## src/rtl/bitwise_logic_pkg.sv

```systemverilog
// Shared types and the per-bit operator for bitwise_logic_unit.
package bitwise_logic_pkg;

    typedef enum logic [1:0] {
        OP_AND  = 2'd0,
        OP_OR   = 2'd1,
        OP_XOR  = 2'd2,
        OP_NAND = 2'd3
    } op_e;

    // Single-bit result of the selected logic operation.
    function automatic logic blu_bit(input op_e op, input logic a, input logic b);
        logic r;
        case (op)
            OP_AND:  r = a & b;
            OP_OR:   r = a | b;
            OP_XOR:  r = a ^ b;
            default: r = ~(a & b);
        endcase
        return r;
    endfunction

endpackage

```

## src/rtl/blu_cov_monitor.sv

```systemverilog
// Output toggle coverage: sticky seen0/seen1 per bit, saturating handshake
// counter and the stuck-bit flag. A clear beats a same-cycle handshake.
module blu_cov_monitor #(
    parameter int unsigned WIDTH        = 8,
    parameter int unsigned STUCK_THRESH = 16
) (
    input  logic             clk,
    input  logic             rst,
    input  logic             clear,
    input  logic             hs,
    input  logic [WIDTH-1:0] data,
    output logic [WIDTH-1:0] seen0,
    output logic [WIDTH-1:0] seen1,
    output logic             stuck_flag
);

    localparam int unsigned CNT_W = $clog2(STUCK_THRESH + 1);

    logic [CNT_W-1:0] cnt;

    // Accumulate observed bit values and count handshakes up to the threshold.
    always_ff @(posedge clk) begin
        if (rst || clear) begin
            seen0 <= '0;
            seen1 <= '0;
            cnt   <= '0;
        end else if (hs) begin
            seen0 <= seen0 | ~data;
            seen1 <= seen1 | data;
            if (cnt != CNT_W'(STUCK_THRESH)) begin
                cnt <= cnt + CNT_W'(1);
            end
        end
    end

    // Flag once enough beats were seen and some bit has not taken both values.
    always_comb begin
        stuck_flag = (cnt == CNT_W'(STUCK_THRESH)) && ((seen0 & seen1) != '1);
    end

endmodule

```

## src/rtl/bitwise_logic_unit.sv

```systemverilog
// Pipelined N-bit AND/OR/XOR/NAND unit with valid/ready on both sides and
// output toggle coverage. Optional macro BLU_FAULT_INJECT_EN adds
// fault_mask/fault_val ports that overlay the output after the last stage.
module bitwise_logic_unit
    import bitwise_logic_pkg::*;
#(
    parameter int unsigned WIDTH        = 8,
    parameter int unsigned LATENCY      = 2,
    parameter int unsigned STUCK_THRESH = 16
) (
    input  logic             clk,
    input  logic             rst,
    input  logic             in_valid,
    output logic             in_ready,
    input  logic [WIDTH-1:0] a,
    input  logic [WIDTH-1:0] b,
    input  logic [1:0]       op,
    output logic             out_valid,
    input  logic             out_ready,
    output logic [WIDTH-1:0] out,
    input  logic             clear_cov,
    output logic [WIDTH-1:0] seen0,
    output logic [WIDTH-1:0] seen1,
    output logic             stuck_flag
`ifdef BLU_FAULT_INJECT_EN
    ,
    input  logic [WIDTH-1:0] fault_mask,
    input  logic [WIDTH-1:0] fault_val
`endif
);

    localparam int unsigned LAST = LATENCY - 1;

    logic [WIDTH-1:0]                result;
    logic [LATENCY-1:0]              stage_valid;
    logic [LATENCY-1:0][WIDTH-1:0]   stage_data;
    logic [LATENCY:0]                chain_valid;
    logic [LATENCY:0][WIDTH-1:0]     chain_data;
    logic [LATENCY-1:0]              load;
    logic                            tail_full;
    logic [WIDTH-1:0]                last_data;
    logic                            out_hs;

    // Operator applied bit by bit in front of stage 0.
    always_comb begin
        result = '0;
        for (int i = 0; i < int'(WIDTH); i++) begin
            result[i] = blu_bit(op_e'(op), a[i], b[i]);
        end
    end

    // Source of each stage: the input beat for stage 0, the previous stage otherwise.
    assign chain_valid = {stage_valid, in_valid};
    assign chain_data  = {stage_data, result};

    // A stage loads if any stage from it to the end is empty, or the output drains.
    always_comb begin
        load      = '0;
        tail_full = 1'b1;
        for (int k = int'(LATENCY) - 1; k >= 0; k--) begin
            tail_full = tail_full & stage_valid[k];
            load[k]   = out_ready | ~tail_full;
        end
    end

    // Pipeline stages; data only updates on a valid source to keep idle output quiet.
    always_ff @(posedge clk) begin
        if (rst) begin
            stage_valid <= '0;
            stage_data  <= '0;
        end else begin
            for (int k = 0; k < int'(LATENCY); k++) begin
                if (load[k]) begin
                    stage_valid[k] <= chain_valid[k];
                    if (chain_valid[k]) begin
                        stage_data[k] <= chain_data[k];
                    end
                end
            end
        end
    end

    assign in_ready  = load[0];
    assign out_valid = stage_valid[LAST];
    assign last_data = stage_data[LAST];

`ifdef BLU_FAULT_INJECT_EN
    assign out = (last_data & ~fault_mask) | (fault_val & fault_mask);
`else
    assign out = last_data;
`endif

    assign out_hs = out_valid && out_ready;

    blu_cov_monitor #(
        .WIDTH        (WIDTH),
        .STUCK_THRESH (STUCK_THRESH)
    ) u_cov (
        .clk        (clk),
        .rst        (rst),
        .clear      (clear_cov),
        .hs         (out_hs),
        .data       (out),
        .seen0      (seen0),
        .seen1      (seen1),
        .stuck_flag (stuck_flag)
    );

endmodule

```

## config.mk

```make
export PLATFORM = sky130hd
export DESIGN_NAME = bitwise_logic_unit
export DESIGN_NICKNAME = d
export VERILOG_FILES = /design/src/rtl/bitwise_logic_pkg.sv /design/src/rtl/blu_cov_monitor.sv /design/src/rtl/bitwise_logic_unit.sv
export SDC_FILE = /design/constraint.sdc
export NUM_CORES = 1
export LEC_CHECK = 0
export BUFFER_PORTS_ARGS = -buffer_cell sky130_fd_sc_hd__buf_4
export CORE_UTILIZATION = 57
export CTS_CLUSTER_DIAMETER = 200
export DETAILED_ROUTE_END_ITERATION = 16
export PLACE_DENSITY = 0.86
export SYNTH_ARGS = -nofsm -noshare
export SYNTH_HDL_FRONTEND = slang
export SYNTH_SLANG_ARGS = --single-unit
```

## constraint.sdc

```tcl
create_clock -name clk -period 2.6 [get_ports clk]
set_input_delay 0.52 -clock clk [delete_from_list [all_inputs] [get_ports clk]]
set_output_delay 0.52 -clock clk [all_outputs]
set_load 0.005 [all_outputs]
```

==> impl_metrics.ini <==
[critical_path]
crit_arrival_ns = 1.34
required_ns = 2.08
worstSetupStartpointType = flip-flop
crit_type = flip-flop to output pin
ff2ff_setup_slack_ns = 1.11
worstSetupEndpointType = output pin
crit_fanout = 11

[routing]
drt_iter0_markers = 110
drc = 0
vias = 1776
ant_nets = 0
drt-total-wl_mm = 4.006
avgRoutedWirePerCell_um = 12.21
firstDrtPassIters = 4
avgViaCountPerCell = 5.415

[floorplan]
io_pins = 50
core-area_mm2 = 0.003442
fp-row-count = 21
initial_core_util_pct = 61.00
die_w_um = 62.69
fp.dieArea_mm2 = 0.003930
die_y_um = 62.69

[yosys]
ys_seq_area_share_pct = 37.19
synth_top_area_share_pct = 37.19
syn_inst = 243
syn_avg_cell_area_um2 = 8.640
yosysTopAreaCell = dfxtp_1
synth_warnings = 0
synth_nets = 284
synth_cell_types = 34
synth-seq-cells = 39
syn_area_mm2 = 0.002100
yosys-top-cells-area = dfxtp_1, ha_1, a21oi_1

[grt]
grt_pass1_wl_mm = 6.962
grt_max_degree = 22
overflow = 0
antenna_found_initial = 0
gr-usage-all-layers_pct = 22.20
grt_pass1_vias = 1630

[power_and_ir_drop]
power_per_cell_area_mw_per_mm2 = 515.1
vdd_drop_max_mv = 0.2601
p_leak_nw = 1.133

[clock_network]
htreeDepth = 2
worstSkewPairLatency_ns = 0.29
numCtsBuffers = 5
cts_resized = 0
postCtsSetupBuffers = 0
cts_tree = yes
clk_pin_slew_ns = 0.07
clockBufferDepth = 2
cts_root_buffer = clkbuf_8
cts_num_sinks = 39
postCtsHoldBufs = 0

[cells_and_area]
multi_input_area_mm2 = 0.001119
antenna-diode-count = 0
drive_gt1_share_pct = 21.28
syn2layout_area_growth_pct = 20.44
final_nets = 322
fillerInstances = 306
ff_latch_area_um2 = 780.7

[status]
status = complete, no violations

[timing]
final-hold-violation-count = 0
final.setup_skew_ns = 0.007937
layout_setup_ws_ns = 0.7415
slew_violations = 0
finalSetupViolCount = 0
tightest_slew_ns = 0.5561
rsz0062_at_grt = false
max_slew_margin_pct = 62.79
final.min_clock_period_ns = 1.858
whs_ns = 0.4732
fin_setup_tns_ns = 0
max_freq_mhz = 538.1
period_share_pct = 71.48

[place]
dp_hpwl_mm = 3.044
place.gp.congestion = 0.7735
post-place-ws_ns = 0.9784
io_buffers = 49

[run]
cap_violations = 0

[worst_hold_path]
min_path_type = flip-flop to flip-flop
[synth_stat cells]
master	instances
ha_1	18
buf_2	4
inv_1	22
or4_1	1
dfxtp_1	39
a22oi_1	1
nor4bb_1	1
buf_4	9
mux2i_1	10
a32oi_1	2
inv_2	1
and2b_2	1
clkbuf_1	4
nor2b_1	9
nand4_1	4
a21oi_1	27
nor4_1	1
o22ai_1	5
a21oi_4	1
nand3b_1	2
o21a_1	8
or3_1	2
a311oi_1	3
nor2_1	18
buf_6	1
mux2_1	5
o21ai_0	4
nand2_1	5
nand4bb_1	1
and2_1	1
nand2b_1	9
o21ai_1	12
nand3_1	11
or2_1	1
[critical path, stage by stage (launching register included)]
cell and delay (ns):
dfxtp_1 0.58, nand3b_1 0.27, buf_4 0.21
[final timing paths]
check | startpoint | to | cells after the start
setup reg to reg | u_cov.cnt[0] | u_cov.cnt[2] | 5
hold / removal | chain_data[8] | out[0] | 2
setup / recovery | stage_valid[0] | in_ready | 2
hold reg to reg | chain_data[8] | out[0] | 2
[logic make-up after synthesis]
group	after synthesis	share of synthesized area [%]
AOI/OAI and AO/OA	63	17.82
DFF	39	37.19
and+or+nand+nor	67	17.28
buffers and inverters	41	9.535
muxes	15	7.449
adders and majority gates	18	10.73
[final cells by class]
cell class	instances	share of cell area, %
flip-flops and latches	39	30.88
well taps	46	2.276
clock inverters	2	1.385
repair buffers	49	14.55
multi-input cells	163	44.24
inverters	23	3.414
clock buffers	6	3.266
[report_power, final]
part	leakage [nW]	switching (W)	internal, W	total (W)
combinational	0.755	0.0000771	0.0000799	0.000157
clock	0.0612	0.000201	0.000310	0.000512
sequential	0.317	0.0000173	0.000617	0.000634
total	1.13	0.000296	0.00101	0.00130
[metal layers]
layer | GRT usage, % | wire length, um | vias to the layer above
li1 | - | - | 908
met1 | 24.32 | 1780 | 807
met2 | 41.03 | 2001 | 57
met3 | 5.474 | 172 | 4
met4 | 7.849 | 51 | 0
met5 | 0 | 0 | -
[registers in the layout (all words and copies together), names as in the netlist]
signal,count
stage_valid,2
u_cov.cnt,5
u_cov.seen0,8
out,8
u_cov.seen1,8
chain_data,8
[layout by cell type (no fill, tap or decap), types with 5 or more instances in the layout]
master,Yosys,routed
a21oi_1,27,27
buf_4,9,49
clkbuf_8,0,6
dfxtp_1,39,39
ha_1,18,18
inv_1,22,22
mux2_1,5,5
mux2i_1,10,10
nand2_1,5,5
nand2b_1,9,9
nand3_1,11,11
nor2_1,18,18
nor2b_1,9,9
o21a_1,8,8
o21ai_1,12,12
o22ai_1,5,5
[metrics by stage]
stage / power, W / utilization, % / cell area [um^2] / cells
global placement: 0.0007973 / 70.05 / 2411 / 320
global route: 0.001364 / 73.46 / 2529 / 328
floorplan: 0.0007492 / - / 2100 / 243
detailed placement: 0.0008042 / 70.05 / 2411 / 320
finish: 0.001303 / 73.46 / 2529 / 328
CTS: 0.001318 / 73.46 / 2529 / 328
(Power assumes the default switching activity.)
